### src/rtl/qnet_dbg_pkg.sv
`default_nettype none
// ============================================================================
// Module   : qnet_dbg_pkg
// Purpose  : Shared debug types for the qnet trace recorders. Holds the trace
//            FSM state type, the reserved EMPTY state code, the qnet command
//            FSM state type, and the command-state to 6-bit code mapping.
// Ports    : none (package)
// Revision : 1.0 - initial release
// ============================================================================
package qnet_dbg_pkg;

  // Trace recorder states, as exported on trace_st_o.
  typedef enum logic [1:0] {
    TR_RUN    = 2'd0,
    TR_ARMED  = 2'd1,
    TR_POST   = 2'd2,
    TR_FROZEN = 2'd3
  } TYPE_TRACE_ST;

  // Reserved "no entry" code for the default 6-bit code width.
  localparam logic [5:0] c_qnet_st_empty = 6'd62;

  // qnet command FSM states. 62 is skipped on purpose because it is the
  // EMPTY marker in the trace buffer.
  typedef enum logic [5:0] {
    NOT_READY        = 6'd0,
    READY,
    NET_SET_NODE,
    NET_GET_NODE,
    NET_SET_NET,
    NET_GET_NET,
    NET_SET_TIME,
    NET_GET_TIME,
    NET_SYNC1,
    NET_SYNC2,
    NET_SYNC3,
    NET_SYNC4,
    NET_GET_OFF,
    NET_UPDT_OFF,
    NET_SET_DT,
    NET_GET_DT,
    NET_RST_TMR,
    NET_START_TMR,
    NET_GET_DT_P     = 6'd18,
    NET_RST_PROC_P   = 6'd19,
    NET_START_CORE_P = 6'd20,
    NET_STOP_CORE_P,
    NET_SET_COND_P,
    NET_CLR_COND_P,
    NET_GET_COND_P,
    NET_CUSTOM1_P,
    NET_CUSTOM2_P,
    LOC_SET_DT,
    LOC_GET_DT,
    LOC_START,
    LOC_STOP,
    SEND_CMD,
    WAIT_CMD_ACK,
    SEND_ACK,
    WAIT_CMD,
    WAIT_CMD_nACK    = 6'd35,
    ST_ERROR         = 6'd63
  } TYPE_QNET_CMD;

  // The enum encoding is the trace code, so the mapping is one-to-one.
  function automatic logic [5:0] qnet_cmd_code(input TYPE_QNET_CMD cmd);
    return 6'(cmd);
  endfunction

endpackage
`default_nettype wire

### src/rtl/qnet_trace_mem.sv
`default_nettype none
// ============================================================================
// Module   : qnet_trace_mem
// Purpose  : DEPTH x (ST_W + DW_W) circular register file for the state
//            trace. One write port, one registered read port, and an
//            asynchronous HIST_N-entry packed code view walking backwards
//            from a base index.
// Ports    : i_clk, i_rst_n (async, active-low), i_clr (sync clear),
//            i_we/i_wa/i_wcode/i_wdw write port,
//            i_ra -> o_rd_code/o_rd_dw (1-cycle latency),
//            i_hist_base -> o_hist (combinational, base entry in MSBs)
// Revision : 1.0 - initial release
// ============================================================================
module qnet_trace_mem #(
  parameter int              ST_W   = 6,
  parameter int              DW_W   = 16,
  parameter int              DEPTH  = 16,
  parameter int              HIST_N = 5,
  parameter logic [ST_W-1:0] EMPTY  = '1
) (
  input  logic                       i_clk,
  input  logic                       i_rst_n,
  input  logic                       i_clr,
  input  logic                       i_we,
  input  logic [$clog2(DEPTH)-1:0]   i_wa,
  input  logic [ST_W-1:0]            i_wcode,
  input  logic [DW_W-1:0]            i_wdw,
  input  logic [$clog2(DEPTH)-1:0]   i_ra,
  input  logic [$clog2(DEPTH)-1:0]   i_hist_base,
  output logic [ST_W-1:0]            o_rd_code,
  output logic [DW_W-1:0]            o_rd_dw,
  output logic [ST_W*HIST_N-1:0]     o_hist
);

  localparam int AW = $clog2(DEPTH);

  logic [ST_W-1:0] w_code [DEPTH];
  logic [DW_W-1:0] w_dw   [DEPTH];

  // One register per entry so each can carry its own reset code:
  // entry 0 holds code 0 (the FSM's reset state), the rest are EMPTY.
  for (genvar g = 0; g < DEPTH; g++) begin : g_entry
    localparam logic [ST_W-1:0] c_rst_code = (g == 0) ? '0 : EMPTY;
    logic [ST_W-1:0] r_code;
    logic [DW_W-1:0] r_dw;

    always_ff @(posedge i_clk or negedge i_rst_n) begin
      if (!i_rst_n) begin
        r_code <= c_rst_code;
        r_dw   <= '0;
      end else if (i_clr) begin
        r_code <= c_rst_code;
        r_dw   <= '0;
      end else if (i_we && (i_wa == AW'(g))) begin
        r_code <= i_wcode;
        r_dw   <= i_wdw;
      end
    end

    assign w_code[g] = r_code;
    assign w_dw[g]   = r_dw;
  end

  // Registered read sees pre-write contents on a same-cycle write.
  always_ff @(posedge i_clk or negedge i_rst_n) begin
    if (!i_rst_n) begin
      o_rd_code <= '0;
      o_rd_dw   <= '0;
    end else begin
      o_rd_code <= w_code[i_ra];
      o_rd_dw   <= w_dw[i_ra];
    end
  end

  for (genvar k = 0; k < HIST_N; k++) begin : g_hist
    assign o_hist[(HIST_N-1-k)*ST_W +: ST_W] = w_code[i_hist_base - AW'(k)];
  end

endmodule
`default_nettype wire

### src/rtl/qnet_st_trace.sv
`default_nettype none
// ============================================================================
// Module   : qnet_st_trace
// Purpose  : State-transition trace recorder for qnet FSMs. Every change of
//            state (cur != nxt) is logged as {code, dwell} in a circular
//            history, with a trigger-armed freeze after a programmable number
//            of post-trigger entries and random-access readout.
// Ports    : st_clk_i, st_rst_ni (async, active-low)
//            cur_st_i/nxt_st_i   monitored FSM state codes
//            clr_i               clear trace, back to RUN
//            arm_i/trig_code_i/post_i  trigger control
//            rd_idx_i -> rd_code_o/rd_dw_o (registered, 0 = newest)
//            hist_o              last HIST_N codes, newest in MSBs
//            trace_st_o, cnt_o, ovf_o  status
// Revision : 1.0 - initial release
// ============================================================================
module qnet_st_trace
  import qnet_dbg_pkg::*;
#(
  parameter int ST_W   = 6,
  parameter int DEPTH  = 16,
  parameter int HIST_N = 5,
  parameter int DW_W   = 16
) (
  input  logic                       st_clk_i,
  input  logic                       st_rst_ni,
  input  logic [ST_W-1:0]            cur_st_i,
  input  logic [ST_W-1:0]            nxt_st_i,
  input  logic                       clr_i,
  input  logic                       arm_i,
  input  logic [ST_W-1:0]            trig_code_i,
  input  logic [$clog2(DEPTH)-1:0]   post_i,
  input  logic [$clog2(DEPTH)-1:0]   rd_idx_i,
  output logic [ST_W-1:0]            rd_code_o,
  output logic [DW_W-1:0]            rd_dw_o,
  output logic [ST_W*HIST_N-1:0]     hist_o,
  output logic [1:0]                 trace_st_o,
  output logic [$clog2(DEPTH):0]     cnt_o,
  output logic                       ovf_o
);

  localparam int              AW      = $clog2(DEPTH);
  localparam logic [ST_W-1:0] c_empty = ST_W'((1 << ST_W) - 2);
  localparam logic [AW:0]     c_depth = (AW+1)'(DEPTH);

  TYPE_TRACE_ST    r_st, w_st_nxt;
  logic [AW-1:0]   r_wr_ptr;
  logic [AW-1:0]   r_pcnt, w_pcnt_nxt;
  logic [AW:0]     r_cnt;
  logic            r_ovf;
  logic [DW_W-1:0] r_dw_cnt;

  logic            w_chg, w_we, w_trig;
  logic [DW_W-1:0] w_dwell;
  logic [AW-1:0]   w_rd_addr, w_hist_base;

  assign w_chg   = (cur_st_i != nxt_st_i);
  assign w_we    = w_chg && (r_st != TR_FROZEN) && !clr_i;
  assign w_trig  = (nxt_st_i == trig_code_i);
  assign w_dwell = (&r_dw_cnt) ? r_dw_cnt : r_dw_cnt + 1'b1;

  assign w_rd_addr = r_wr_ptr - AW'(1) - rd_idx_i;
  // Until the first entry is recorded, the seeded entry 0 (reset state code)
  // is shown as the newest code so hist_o reflects the FSM's reset state.
  assign w_hist_base = (r_cnt == '0) ? r_wr_ptr : r_wr_ptr - AW'(1);

  always_ff @(posedge st_clk_i or negedge st_rst_ni) begin
    if (!st_rst_ni) begin
      r_st <= TR_RUN;
      r_pcnt <= '0;
    end else begin
      r_st <= w_st_nxt;
      r_pcnt <= w_pcnt_nxt;
    end
  end

  always_comb begin
    w_st_nxt   = r_st;
    w_pcnt_nxt = r_pcnt;
    case (r_st)
      TR_RUN: begin
        if (arm_i) w_st_nxt = TR_ARMED;
      end
      TR_ARMED: begin
        if (w_we && w_trig) begin
          if (post_i == '0) begin
            w_st_nxt = TR_FROZEN;
          end else begin
            w_st_nxt   = TR_POST;
            w_pcnt_nxt = post_i;
          end
        end
      end
      TR_POST: begin
        if (w_we) begin
          w_pcnt_nxt = r_pcnt - AW'(1);
          if (r_pcnt == AW'(1)) w_st_nxt = TR_FROZEN;
        end
      end
      default: ;
    endcase
    if (clr_i) begin
      w_st_nxt   = TR_RUN;
      w_pcnt_nxt = '0;
    end
  end

  always_ff @(posedge st_clk_i or negedge st_rst_ni) begin
    if (!st_rst_ni) begin
      r_wr_ptr <= '0;
      r_cnt    <= '0;
      r_ovf    <= 1'b0;
      r_dw_cnt <= '0;
    end else if (clr_i) begin
      r_wr_ptr <= '0;
      r_cnt    <= '0;
      r_ovf    <= 1'b0;
      r_dw_cnt <= '0;
    end else begin
      if (w_we) begin
        r_wr_ptr <= r_wr_ptr + AW'(1);
        r_dw_cnt <= '0;
        if (r_cnt == c_depth) r_ovf <= 1'b1;
        else                  r_cnt <= r_cnt + 1'b1;
      end else if ((r_st != TR_FROZEN) && !(&r_dw_cnt)) begin
        r_dw_cnt <= r_dw_cnt + 1'b1;
      end
    end
  end

  qnet_trace_mem #(
    .ST_W   (ST_W),
    .DW_W   (DW_W),
    .DEPTH  (DEPTH),
    .HIST_N (HIST_N),
    .EMPTY  (c_empty)
  ) u_mem (
    .i_clk       (st_clk_i),
    .i_rst_n     (st_rst_ni),
    .i_clr       (clr_i),
    .i_we        (w_we),
    .i_wa        (r_wr_ptr),
    .i_wcode     (nxt_st_i),
    .i_wdw       (w_dwell),
    .i_ra        (w_rd_addr),
    .i_hist_base (w_hist_base),
    .o_rd_code   (rd_code_o),
    .o_rd_dw     (rd_dw_o),
    .o_hist      (hist_o)
  );

  assign trace_st_o = r_st;
  assign cnt_o      = r_cnt;
  assign ovf_o      = r_ovf;

endmodule
`default_nettype wire

### config.mk
export PLATFORM = sky130hd
export DESIGN_NAME = qnet_st_trace
export DESIGN_NICKNAME = d
export VERILOG_FILES = /design/src/rtl/qnet_dbg_pkg.sv /design/src/rtl/qnet_trace_mem.sv /design/src/rtl/qnet_st_trace.sv
export SDC_FILE = /design/constraint.sdc
export NUM_CORES = 1
export LEC_CHECK = 0
export CORE_AREA = 2 2 197 277
export CTS_BUF_LIST = sky130_fd_sc_hd__clkbuf_4 sky130_fd_sc_hd__clkbuf_8
export DETAILED_ROUTE_END_ITERATION = 6
export DIE_AREA = 0 0 199 279
export PLACE_DENSITY_LB_ADDON = 0.1
export SLEW_MARGIN = 20
export SYNTH_ARGS = -nofsm -noshare
export SYNTH_HDL_FRONTEND = slang
export SYNTH_HIERARCHICAL = 1
export SYNTH_SLANG_ARGS = --single-unit
### constraint.sdc
create_clock -name st_clk_i -period 5 [get_ports st_clk_i]
set_clock_uncertainty 0.05 [all_clocks]
set_input_delay 1.25 -clock st_clk_i [delete_from_list [all_inputs] [get_ports st_clk_i]]
set_output_delay 1.25 -clock st_clk_i [all_outputs]
set_load 0.01 [all_outputs]
Yosys cells after proc, flatten, opt, wreduce, memory -nomap -nowiden
Cells that the tools add are included.
{ "op_classes": {"n_addsub": 10, "multipliers": 0, "div": 0, "magnitude_cmp": 6, "eq_ne": 28, "shift": 0, "muxes": 110, "n_bitwise": 6, "n_reduce_logical": 52} }
{ "ops": {"columns": ["cell", "n"], "rows": [
  ["$mux 16", 38],
  ["$mux 6", 44],
  ["$bmux 6 s4", 6],
  ["$bmux 16 s4", 1],
  ["$reduce_bool 2->1", 18],
  ["$eq 4x4->1 const B", 8],
  ["$ge 5x5->1 const B", 6],
  ["$not 4->5", 6],
  ["$mux 4", 7],
  ["$logic_and 1x1->1", 20],
  ["$add 16x1->16 const B", 1],
  ["$eq 4x3->1 const B", 4],
  ["$reduce_and 16->1", 1],
  ["$mux 5", 3],
  ["$ne 3x3->1 const B", 4],
  ["$sub 4x1->4 const B", 3],
  ["$mux 2", 5],
  ["$eq 4x1->1 const B", 2],
  ["$eq 4x2->1 const B", 2],
  ["$logic_not 4->1", 2],
  ["$pmux 4 s2", 1],
  ["$sub 4x2->4 const B", 2],
  ["$eq 6x6->1", 1],
  ["$ne 6x6->1", 1],
  ["19 further kinds", 26]
]} }
{ "word_totals": {"register_bits": 406, "latchBits": 0, "ram_bits": 0, "rom_bits": 0, "input_bits": 30, "wordCells": 252, "mem_count": 0} }

Depth between registers and ports, before layout
Gate-level depths: netlist of the first run.
{ "depth": {"depth_word": 7, "ltp_mapped": 17, "depth_no_buf": 11} }

Cells and area by module
The synthesis of the first run kept the hierarchy.
{ "by_module_without_submodules": {"columns": ["mod", "n_inst", "cells_each", "area_each_um2", "seq_area_each_um2"], "rows": [
  ["qnet_trace_mem", 1, 2000, 21062.7, 9452.8],
  ["qnet_st_trace", 1, 299, 2543.7, 800.8]
]} }

Worst setup path after synthesis of the first run
OpenSTA, ideal clock, no wires.
{ "synth_path": {"path_type": "register to output", "startpoint": "register r_cnt[0], in the netlist cnt_o[0]", "endpoint": "output port hist_o[10]", "t_arrival_ps": 3961, "required_ps": 3700, "path_slack_ps": -261, "stages_incl_launch_ff": 16, "path_buffers": 6, "cell_sequence": "dfrtp_1 > inv_1 > ha_1 > or4b_2 > clkbuf_1 > a21oi_1 > buf_6 > clkbuf_8 > buf_2 > inv_2 > ha_1 > buf_2 > clkbuf_1 > mux4_2 > mux2_2 > a22o_1"} }
{ "synth_between": {"elab_chain_len": 7} }
{ "synth_lines": {"columns": ["element", "line_no", "source"], "rows": [
  ["start, declared", "qnet_st_trace.sv:49", "logic [AW:0] r_cnt;"],
  ["start signal, assigned", "qnet_st_trace.sv:124", "else r_cnt <= r_cnt + 1'b1;"],
  ["$logic_not 5->1", "qnet_st_trace.sv:65", "assign w_hist_base = (r_cnt == '0) ? r_wr_ptr : r_wr_ptr - AW'(1);"],
  ["$mux 4", "qnet_st_trace.sv:65", null],
  ["net w_hist_base[1]", "qnet_st_trace.sv:55", "logic [AW-1:0] w_rd_addr, w_hist_base;"],
  ["$sub 4x2->4", "qnet_trace_mem.sv:76", "assign o_hist[(HIST_N-1-k)*ST_W +: ST_W] = w_code[i_hist_base - AW'(k)];"],
  ["$not 4->5 (not written as such)", "qnet_trace_mem.sv:76", null],
  ["$bmux 6 s4", "qnet_trace_mem.sv:76", null],
  ["$mux 6 (not written as such) (2 in a row)", "qnet_trace_mem.sv:76", null],
  ["end, declared", "qnet_st_trace.sv:36", "output logic [ST_W*HIST_N-1:0] hist_o,"]
]} }
The timed path passes the listed nets, and every way through them passes these cells. The select of a mux whose other input is x is not followed.

Worst setup path in the final report of the first run
{ "layout_path": {"startpoint": "register r_cnt[1], in the netlist cnt_o[1]", "endpoint": "output port hist_o[1]"} }
{ "layout_between": {"elab_chain_len": 7} }
{ "layout_lines": {"columns": ["element", "line_no"], "rows": [
  ["$logic_not 5->1", "qnet_st_trace.sv:65"],
  ["$mux 4", "qnet_st_trace.sv:65"],
  ["net w_hist_base[1]", "qnet_st_trace.sv:55"],
  ["$sub 4x3->4", "qnet_trace_mem.sv:76"],
  ["$not 4->5 (not written as such)", "qnet_trace_mem.sv:76"],
  ["$bmux 6 s4", "qnet_trace_mem.sv:76"],
  ["$mux 6 (not written as such) (2 in a row)", "qnet_trace_mem.sv:76"]
]} }
The timed path passes the listed nets, and every way through them passes these cells. The select of a mux whose other input is x is not followed.

==> metrics.csv, run 1 <==
stage,metric,value,unit
run_status,status,"finished, violations left",
run_status,violations,negative setup slack,
setup_path,path_cells,"inv_2, ha_4, or4b_4, a21oi_4, buf_12, buf_12, buf_6, mux4_2, mux4_2, buf_6",
setup_path,cp_top_family,multiplexers,
global_route,grtUsageTotal,0.288,
die,dieArea,0.0555,sq mm
setup_path,arrival,3.72,ns
routing,wl_met2,39900,um
timing,fmax,0.199,GHz
cts,numCtsBuffers,69,
global_route,grt_overflow,0,
power,vdd_drop_max,372,uV
cts,path_clk_slew,0.06,ns
timing,setup_viol,4,
setup_path,setup.worst_path.start_class,register,
global_route,grt_max_degree,231,
placed_design,place_congestion,0.858,
routing,drt_iter0_markers,1724,
cts,clock-sinks,406,
die,start_util,0.446,
placed_design,io_buffers,89,
routing,wl_met1,30000,um
placed_design,place_ws,0.109,ns
setup_path,endpoint_kind,output pin,
synth,synth_cells,2299,
timing,min_period,5.02,ns
routing,detail_route.wl_per_cell,24.8,um
routing,first_pass_iters,5,
setup_path,crit_path_max_fanout,6,
timing,rsz0062_at_grt,yes,
setup_path,cp.required,3.70,ns
timing,setup_ws,-0.0215,ns
setup_path,slowest_delay,0.55,ns
synth,synth_top_flop_cell,dfrtp_1,
timing,finalHoldViolations,0,
cts,clk_latency,0.65,ns
die,core,0.0529,sq mm
routing,dr_wl_met3,4680,um
timing,worst_pin_slew,1.24,ns
die,die_w,199,um
synth,post_synth.cell_area_avg,10.3,sq um
worst_hold_path,holdCritPathClass,input pin to asynchronous set/reset pin,
routing,drc,0,
routing,drtAntennaViolNets,0,
power,leakagePower,11.2,nW
global_route,grt_pass1_vias,18970,
cts,root_buffer,clkbuf_8,
layout,final_util,0.521,
timing,maxSlewViolCount,0,
layout,fillers,4637,
global_route,grt_pass1_wl,119000,um
synth,synth_edf_count,0,
routing,viasPerCell,6.00,
layout,layout.nets,2434,
layout,syn_to_final_growth,16.8,%
power,powerDensity,492,mW/mm^2
routing,vias,18862,
synth,postSynth.asyncResetShare,1.00,
setup_path,crit_type,register to output pin,
timing,max_slew_margin,0.177,
routing,routed.top_layer,met4,
synth,yosys_warnings,6,
die,rows,100,
setup_path,worst-path-buf-inv,5,
layout,layout-drive-gt1-share,0.239,
routing,wirelength,77900,um
die,die_y,279,um
synth,yosysUniqueCellTypes,73,
job,cap_viol_max_count,0,
cts,htreeDepth,3,
cts,cts_tree,built,
global_route,antenna_found_initial,1,
cts,cts_buffer_depth,3,
setup_path,slowest_stage,or4b_4,
synth,seq_area_frac_synth,0.434,
synth,synth_seq_cells,406,
synth,syn-num-nets,2349,
placed_design,dpl.hpwl,48700,um
cts,cts_hold_buffers,0,
die,pin_count,90,
timing,period_share,1.00,
synth,netlist_area,0.0236,sq mm
[cells by family (layout without fill, tap and decap cells)]
family                   after synthesis  in the layout  share of synthesized area
AO/OA/AOI/OAI                        380            380                     0.0877
XOR/XNOR                              44             44                     0.0170
adder cells (fa/ha/maj)               20             20                     0.0109
buffers and inverters                243            375                     0.0498
flip-flops                           406            406                      0.434
multiplexers                         251            251                      0.225
other                                  0              1                          0
AND/OR/NAND/NOR                      955            955                      0.175
[sequential cells by signal, indices dropped and copies added (netlist names)]
register / count
u_mem/g_entry.r_dw: 256
u_mem/g_entry.r_code: 96
r_dw_cnt: 16
u_mem/o_rd_dw: 16
u_mem/o_rd_code: 6
cnt_o: 5
r_pcnt: 4
r_wr_ptr: 4
trace_st_o: 2
ovf_o: 1
[cell type report]
type                    count  area (sq um)  area share
repair buffers            231          2480      0.0898
flip-flops and latches    406         10300       0.372
multi-input cells        1650         12400       0.450
inverters                  26           105     0.00381
clock buffers             106          1340      0.0486
well taps                 714           893      0.0324
clock inverters            12           103     0.00372
diodes                      1          2.50   0.0000907
[what timing repair did]
item	CTS	global route
endpoints found under the setup margin	30	30
cloned	6	1
pin swaps	10	15
setup buffers	27	18
resized for setup	164	64
[path summary, 6_finish.rpt]
check                      slack [ns]                                    from                                      to  cells after the start
max                             -0.02                    cnt_o[1]$_DFFE_PN0P_                               hist_o[1]                     10
max in group asynchronous        3.34                               st_rst_ni   u_mem/g_entry[10].r_dw[9]$_DFFE_PN0P_                      2
min reg2reg                      0.46  u_mem/g_entry[1].r_code[3]$_DFFE_PN1P_  u_mem/g_entry[1].r_code[3]$_DFFE_PN1P_                      2
min                              0.45                               st_rst_ni                       ovf_o$_DFFE_PN0P_                      1
max reg2reg                      1.73                 r_wr_ptr[0]$_DFFE_PN0P_            u_mem/o_rd_code[2]$_DFF_PN0_                      7
min in group st_clk_i            0.46  u_mem/g_entry[1].r_code[3]$_DFFE_PN1P_  u_mem/g_entry[1].r_code[3]$_DFFE_PN1P_                      2
[layout by cell type (no fill, tap or decap), drive strengths merged, types with 4 or more instances in the layout]
cell type,count
o31ai,4
nand3b,77
a22oi,7
and3,5
mux2,4
a21o,5
nand2,747
nand3,17
dfrtp,331
clkinvlp,4
or3,12
clkdlybuf4s50,57
mux4,202
nor3,11
o21ai,13
a211oi,18
xor2,15
buf,169
a2111oi,4
nand4,5
mux2i,45
clkbuf,110
nor2,39
a21oi,315
ha,19
and2,5
nor2b,18
clkinv,7
inv,26
xnor2,29
dfstp,75
[through the flow]
step	TNS [ns]	power [mW]	instances	hold slack (ns)	area, sq um
2_1_floorplan	0	7.19	2299	0.428	23600
3_3_place_gp	0	9.10	2978	0.447	25400
3_5_place_dp	0	9.15	2978	0.454	25400
4_1_cts	-0.331	13.2	3129	0.421	27300
5_1_grt	-1.60	14.1	3146	0.444	27600
6_report	-0.0474	13.6	3146	0.450	27600
[power breakdown]
part	internal (mW)	switching, mW	leakage (nW)
clock	1.76	1.42	0.756
combinational	3.40	3.53	5.07
sequential	3.39	0.0956	5.38
[worst register-to-register path: cells and delay by family, from the launching register on]
kind,cells,cell delay (ns)
flip-flops,1,0.39
multiplexers,2,1.15
buffers and inverters,3,0.67
adder cells (fa/ha/maj),2,0.87
[synthesized netlist by cell type (all sizes together) (24+ instances only)]
master	count	area, sq um
nand2	747	2800
nand3b	77	578
dfrtp	331	8280
nor2	39	146
buf	64	493
a21oi	315	1580
mux2i	45	450
xnor2	29	262
clkbuf	153	584
inv	24	90.1
mux4	202	4820
dfstp	75	1970
[routing by layer]
layer	vias to the layer above	GRT usage
li1	8258	-
met1	9589	0.358
met2	803	0.495
met3	212	0.0467
met4	0	0.124
met5	-	0
No activity file was read; power rests on OpenSTA's default activity.
==> run 2, diff against run 1 <==
--- a/config.mk
+++ b/config.mk
@@ -5,10 +5,10 @@
 export SDC_FILE = /design/constraint.sdc
 export NUM_CORES = 1
 export LEC_CHECK = 0
-export CORE_AREA = 2 2 197 277
+export CORE_AREA = 2 2 174 244
 export CTS_BUF_LIST = sky130_fd_sc_hd__clkbuf_4 sky130_fd_sc_hd__clkbuf_8
 export DETAILED_ROUTE_END_ITERATION = 6
-export DIE_AREA = 0 0 199 279
+export DIE_AREA = 0 0 176 246
 export PLACE_DENSITY_LB_ADDON = 0.1
 export SLEW_MARGIN = 20
 export SYNTH_ARGS = -nofsm -noshare
==> run 2 against run 1 <==
  * Worst setup slack got worse by 0.025 ns
  * Critical endpoint is now hist_o[22]
  * Sequential share of layout area grew 0.60 points
  * The run still ends with negative setup slack left
  * Combinational power barely moved
  * Fmax fell by 0.50%
==> metrics.csv, run 2 (synthesis results as in run 1) <==
stage,metric,value,unit,change
run_status,status,"finished, violations left",,
run_status,violations,negative setup slack,,
placed_design,place_ws,0.0255,ns,-0.0840 ns
cts,root_buffer,clkbuf_8,,
cts,cts_buffer_depth,3,,unchanged
die,die_y,246,um,-12%
setup_path,endpoint_kind,output pin,,
power,vdd_drop_max,382,uV,+2.7%
power,leakagePower,11.1,nW,-0.63%
setup_path,slowest_stage,or4b_4,,
global_route,met1_usage,0.428,,+0.0705
setup_path,reg2reg_depth,7,,unchanged
die,dieArea,0.0433,sq mm,-22%
cts,clk_latency,0.65,ns,about the same
routing,first_pass_iters,5,,unchanged
power,powerDensity,486,mW/mm^2,-1.2%
setup_path,path_common_cell,buf_6,,
routing,viasPerCell,6.43,,+7.3%
job,cap_viol_max_count,0,,unchanged
setup_path,startpoint,cnt_o[0]$_DFFE_PN0P_,,
die,start_util,0.575,,+0.129
cts,htreeDepth,2,,-1
layout,syn_to_final_growth,15.0,%,
setup_path,r2r_end,u_mem/o_rd_dw[14]$_DFF_PN0_,,
setup_path,setup.worst_path.start_class,register,,
setup_path,slowest_delay,0.56,ns,about the same
timing,maxSlewViolCount,0,,unchanged
global_route,grt_overflow,0,,unchanged
timing,period_share,1.01,,+0.00504
routing,wirelength,75200,um,-3.5%
setup_path,cp.required,3.70,ns,about the same
placed_design,dpl.hpwl,47100,um,-3.1%
setup_path,crit_type,register to output pin,,
routing,vias,19086,,+1.2%
setup_path,path_cells,"inv_1, ha_2, or4b_4, xnor2_4, buf_6, inv_4, ha_4, buf_12, buf_16, buf_4, mux4_2, mux2i_1, nor2_1, a31o_2, buf_6",,
cts,cts_hold_buffers,0,,unchanged
timing,max_slew_margin,0.203,,+0.0263
global_route,grt_pass1_wl,116000,um,-3.0%
layout,top_regs,"u_mem/g_entry.r_dw: 256 flops, u_mem/g_entry.r_code: 96 flops",,
timing,setup_ws,-0.0467,ns,-0.0252 ns
layout,final_util,0.661,,+0.140
global_route,met2_usage,0.601,,+0.106
timing,finalHoldViolations,0,,unchanged
global_route,grt_use_met3,0.0554,,+0.00866
cts,cts_tree,built,,
placed_design,place_congestion,0.861,,+0.33%
setup_path,arrival,3.75,ns,+0.03 ns
layout,final_common_cell,nand2_1,,
timing,fmax,0.198,GHz,-0.50%
cts,path_clk_slew,0.06,ns,about the same
cts,clock-sinks,406,,unchanged
die,rows,88,,-12%
routing,drt_iter0_markers,2036,,+18%
layout,top_register,u_mem/g_entry.r_dw,,
global_route,grt_max_degree,231,,unchanged
worst_hold_path,holdCritPathClass,register to register,,
layout,largest_register_ffs,256,,unchanged
routing,drc,0,,unchanged
die,core,0.0411,sq mm,-22%
routing,drtAntennaViolNets,0,,unchanged
setup_path,r2r_start,r_wr_ptr[0]$_DFFE_PN0P_,,
die,pin_count,90,,unchanged
setup_path,regToRegSetupSlack,1.49,ns,-0.24 ns
timing,rsz0062_at_grt,yes,,
routing,detail_route.wl_per_cell,25.3,um,+2.3%
layout,layout-drive-gt1-share,0.236,,-0.00302
layout,layout.nets,2429,,-0.21%
timing,setup_viol,4,,unchanged
global_route,antenna_found_initial,1,,unchanged
layout,final_cell_mix,"nand2_1, dfrtp_1, a21oi_1",,
worst_hold_path,min_path_cells,2,,
die,die_w,176,um,-12%
setup_path,crit_path_max_fanout,5,,-1
global_route,grt_pass1_vias,19578,,+3.2%
global_route,grtUsageTotal,0.354,,+0.0657
timing,min_period,5.05,ns,+0.0252 ns
placed_design,io_buffers,89,,unchanged
global_route,top_usage_layer,met2,,
timing,worst_pin_slew,1.20,ns,-0.0394 ns
setup_path,crit_path_end,hist_o[22],,
cts,numCtsBuffers,61,,-12%
-- run 2: changes by cell type in the layout (fill, tap and decap cells not counted), moves of 3 or more --
| cell | before | now |
|---|---|---|
| buf_6 | 27 | 10 |
| buf_4 | 88 | 102 |
| clkbuf_8 | 87 | 74 |
| clkbuf_4 | 19 | 24 |
| a21oi_1 | 312 | 308 |
| a21oi_2 | 2 | 6 |
| buf_12 | 30 | 26 |
| buf_2 | 12 | 16 |
| clkbuf_2 | 3 | 7 |
| mux4_1 | 57 | 61 |
| mux4_2 | 145 | 141 |
| dlygate4sd2_1 | 0 | 3 |
-- run 2: how the worst min path moves through the flow --
stage | startpoint | endpoint | slack, ns
after floorplan | u_mem/g_entry[1].r_code[1]$_DFFE_PN1P_ | u_mem/g_entry[1].r_code[1]$_DFFE_PN1P_ | 0.43
after global placement | u_mem/g_entry[3].r_code[3]$_DFFE_PN1P_ | u_mem/g_entry[3].r_code[3]$_DFFE_PN1P_ | 0.44
after detailed placement | u_mem/g_entry[9].r_dw[13]$_DFFE_PN0P_ | u_mem/g_entry[9].r_dw[13]$_DFFE_PN0P_ | 0.46
after CTS | u_mem/g_entry[9].r_dw[0]$_DFFE_PN0P_ | u_mem/g_entry[9].r_dw[0]$_DFFE_PN0P_ | 0.47
after global routing | u_mem/g_entry[11].r_code[4]$_DFFE_PN1P_ | u_mem/g_entry[11].r_code[4]$_DFFE_PN1P_ | 0.48
final | u_mem/g_entry[13].r_dw[5]$_DFFE_PN0P_ | u_mem/g_entry[13].r_dw[5]$_DFFE_PN0P_ | 0.47
-- run 2: timing repair --
| action | CTS | global route |
|---|---|---|
| pin swaps | 13 | 13 |
| endpoints found under the setup margin | 30 | 30 |
| gates resized for setup | 149 | 50 |
| gates cloned | 6 | 0 |
| setup buffers | 23 | 12 |
-- run 2: layout make-up --
cell class                      count  area (sq um)
Tap cell                          540           676
Fill cell                        3223         13900
Inverter                           26           104
Clock inverter                     10          67.6
Sequential cell                   406         10300
Clock buffer                       98          1200
Timing Repair Buffer              234          2390
Multi-Input combinational cell   1650         12400
Antenna cell                        2          5.00
-- run 2: worst max-delay path: cells and delay by family (launching register included) --
kind / cells / cell delay, ns
mux: 2 / 0.46
xor+xnor: 1 / 0.24
buf+inv: 7 / 0.74
fa+ha+maj: 2 / 0.42
compound gates: 1 / 0.22
flops: 1 / 0.38
simple gates: 2 / 0.64
-- run 2: report_power, final --
part	internal, mW	switching (mW)
combinational	3.42	3.48
sequential	3.38	0.0886
clock	1.51	1.31
-- run 2: layer usage --
layer  vias up  share of wire
li1       8235              -
met1      9509           0.36
met2      1004           0.50
met3       338          0.070
met4         0          0.069
met5         -              0
-- run 2: per-stage QoR --
stage / setup TNS (ns) / area (sq um) / hold WS, ns / std cells / power, mW
floorplan: 0 / 23600 / 0.428 / 2299 / 7.19
global route: -1.93 / 27100 / 0.484 / 2965 / 13.7
detailed placement: 0 / 25200 / 0.461 / 2817 / 9.11
finish: -0.133 / 27100 / 0.467 / 2966 / 13.2
global placement: 0 / 25200 / 0.445 / 2817 / 9.05
CTS: -0.215 / 27000 / 0.470 / 2954 / 12.7
==> run 3, diff against run 2 <==
--- a/config.mk
+++ b/config.mk
@@ -5,11 +5,12 @@
 export SDC_FILE = /design/constraint.sdc
 export NUM_CORES = 1
 export LEC_CHECK = 0
-export CORE_AREA = 2 2 174 244
+export CORE_AREA = 2 2 241 337
 export CTS_BUF_LIST = sky130_fd_sc_hd__clkbuf_4 sky130_fd_sc_hd__clkbuf_8
 export DETAILED_ROUTE_END_ITERATION = 6
-export DIE_AREA = 0 0 176 246
+export DIE_AREA = 0 0 243 339
 export PLACE_DENSITY_LB_ADDON = 0.1
+export SKIP_CTS_REPAIR_TIMING = 1
 export SLEW_MARGIN = 20
 export SYNTH_ARGS = -nofsm -noshare
 export SYNTH_HDL_FRONTEND = slang
==> run 3 against run 2 <==
  * The flow still finishes with violations (negative setup slack)
  * Via count shrank 1.3%
  * Cell count grew 19%
  * Combinational power grew 6.2%
  * Non-clock buffer count grew 15
  * Largest power group unchanged
==> metrics.csv, run 3 (synthesis results as in run 1) <==
stage,metric,value,unit,change
setup_path,regToRegSetupSlack,1.67,ns,+0.18 ns
cts,clock-sinks,406,,unchanged
layout,top_regs,"u_mem/g_entry.r_dw: 256 flops, u_mem/g_entry.r_code: 96 flops",,
timing,finalHoldViolations,0,,unchanged
global_route,grtUsageTotal,0.212,,-0.141
power,internal_power,9.14,mW,+9.8%
routing,viasPerCell,5.34,,-17%
power,leakagePower,11.4,nW,+2.7%
routing,drt_iter0_markers,1542,,-24%
layout,top_register,u_mem/g_entry.r_dw,,
routing,drc,0,,unchanged
timing,max_slew_margin,0.306,,+0.103
setup_path,arrival,3.86,ns,+0.11 ns
global_route,grt_overflow,0,,unchanged
setup_path,cp.required,3.70,ns,about the same
power,p_sw,5.43,mW,+11%
run_status,violations,negative setup slack,,
placed_design,placed_cells,3342,,+19%
power,vdd_drop_max,450,uV,+18%
power,p_clk_frac,0.257,,+0.043
run_status,status,"finished, violations left",,
die,die_w,243,um,+38%
placed_design,dpl.hpwl,54800,um,+16%
timing,setup_ws,-0.163,ns,-0.117 ns
cts,numCtsBuffers,76,,+25%
timing,setup_viol,22,,+18
die,start_util,0.299,,-0.276
setup_path,endpoint_kind,output pin,,
die,pin_count,90,,unchanged
timing,worst_pin_slew,1.04,ns,-0.154 ns
job,cap_viol_max_count,0,,unchanged
routing,vias,18835,,-1.3%
routing,first_pass_iters,7,,+2
layout,final_util,0.360,,-0.301
global_route,grt_pass1_wl,130000,um,+13%
layout,layout.nets,2459,,+1.2%
placed_design,io_buffers,89,,unchanged
worst_hold_path,holdCritPathClass,register to register,,
global_route,grt_max_degree,242,,+4.8%
die,dieArea,0.0824,sq mm,+90%
global_route,antenna_found_initial,1,,unchanged
routing,detail_route.wl_per_cell,25.4,um,+0.29%
routing,drtAntennaViolNets,0,,unchanged
placed_design,place_congestion,0.791,,-8.2%
power,p_comb_frac,0.504,,-0.019
layout,final_common_cell,nand2_1,,
power,swShare,0.373,,+0.00288
cts,path_clk_slew,0.06,ns,about the same
timing,maxSlewViolCount,0,,unchanged
power,powerDensity,512,mW/mm^2,+5.2%
setup_path,setup.worst_path.start_class,register,,
layout,largest_register_ffs,256,,unchanged
cts,root_buffer,clkbuf_8,,
die,core,0.0791,sq mm,+93%
routing,wirelength,89600,um,+19%
timing,rsz0062_at_grt,yes,,
cts,cts_buffer_depth,3,,unchanged
global_route,grt_pass1_vias,18899,,-3.5%
cts,cts_tree,built,,
die,rows,122,,+39%
timing,min_period,5.16,ns,+0.117 ns
timing,fmax,0.194,GHz,-2.3%
timing,period_share,1.03,,+0.0233
layout,fin_cells,3524,,+19%
setup_path,crit_type,register to output pin,,
power,seqPwrFrac,0.239,,-0.024
cts,htreeDepth,3,,+1
setup_path,crit_path_max_fanout,5,,unchanged
die,die_y,339,um,+38%
cts,clk_latency,0.70,ns,+0.05 ns
layout,layout-drive-gt1-share,0.252,,+0.0169
layout,final_cell_mix,"nand2_1, dfrtp_1, a21oi_1",,
layout,syn_to_final_growth,20.5,%,
run 3: cell count changes in the layout (fill, tap and decap cells not counted), moves of 7 or more:
| cell | change |
|---|---|
| buf_6 | +12 |
| clkbuf_8 | +20 |
| buf_4 | +7 |
| clkbuf_16 | +7 |
run 3: area by class of cell:
class	instances	area, sq um
Timing Repair Buffer	249	2600
Multi-Input combinational cell	1650	12400
Clock buffer	119	1480
Sequential cell	406	10300
Inverter	26	103
Clock inverter	18	273
Antenna cell	2	5.00
Tap cell	1054	1320
Fill cell	8020	50600
run 3: per-stage QoR:
stage / worst slack, ns / cell area, sq um / hold WS [ns] / power (mW) / TNS, ns
floorplan: 0.0483 / 23600 / 0.428 / 7.19 / 0
global placement: -0.0824 / 26000 / 0.447 / 9.62 / -0.0997
detailed placement: -0.0789 / 26000 / 0.460 / 9.65 / -0.0789
CTS: -0.833 / 27700 / 0.469 / 13.5 / -19.85
global route: -0.280 / 28500 / 0.486 / 15.2 / -5.60
finish: -0.163 / 28500 / 0.465 / 14.6 / -2.21
run 3: power by group through the flow:
stage / Combinational [mW] / Clock [mW] / Sequential, mW
final: 7.34 / 3.74 / 3.48
after global routing: 7.70 / 4.00 / 3.49
after detailed placement: 6.11 / 0 / 3.53
after floorplan: 3.67 / 0 / 3.52
after CTS: 6.12 / 3.86 / 3.48
after global placement: 6.09 / 0 / 3.53
run 3: critical path, cell delays in order (launching register included):
cell       delay, ns
dfrtp_1         0.38
inv_1           0.07
ha_2            0.18
or4b_4          0.53
buf_6           0.15
a21oi_4         0.21
buf_4           0.15
buf_6           0.11
buf_12          0.11
clkbuf_16       0.14
mux4_2          0.53
mux4_2          0.49
buf_6           0.14
run 3: worst paths after layout:
path / startpoint / end / cells after the start
min in group asynchronous: st_rst_ni / cnt_o[4]$_DFFE_PN0P_ / 1
min: u_mem/g_entry[9].r_dw[0]$_DFFE_PN0P_ / u_mem/g_entry[9].r_dw[0]$_DFFE_PN0P_ / 2
max: cnt_o[1]$_DFFE_PN0P_ / hist_o[24] / 12
max in group asynchronous: st_rst_ni / u_mem/g_entry[2].r_code[4]$_DFFE_PN1P_ / 2
min reg2reg: u_mem/g_entry[9].r_dw[0]$_DFFE_PN0P_ / u_mem/g_entry[9].r_dw[0]$_DFFE_PN0P_ / 2
max reg2reg: r_wr_ptr[0]$_DFFE_PN0P_ / u_mem/o_rd_dw[1]$_DFF_PN0_ / 8
run 3: layer usage:
layer | GRT usage | vias up | share of wire
li1 | - | 8304 | -
met1 | 0.261 | 9746 | 0.40
met2 | 0.379 | 641 | 0.53
met3 | 0.0259 | 144 | 0.041
met4 | 0.0755 | 0 | 0.035
met5 | 0 | - | 0
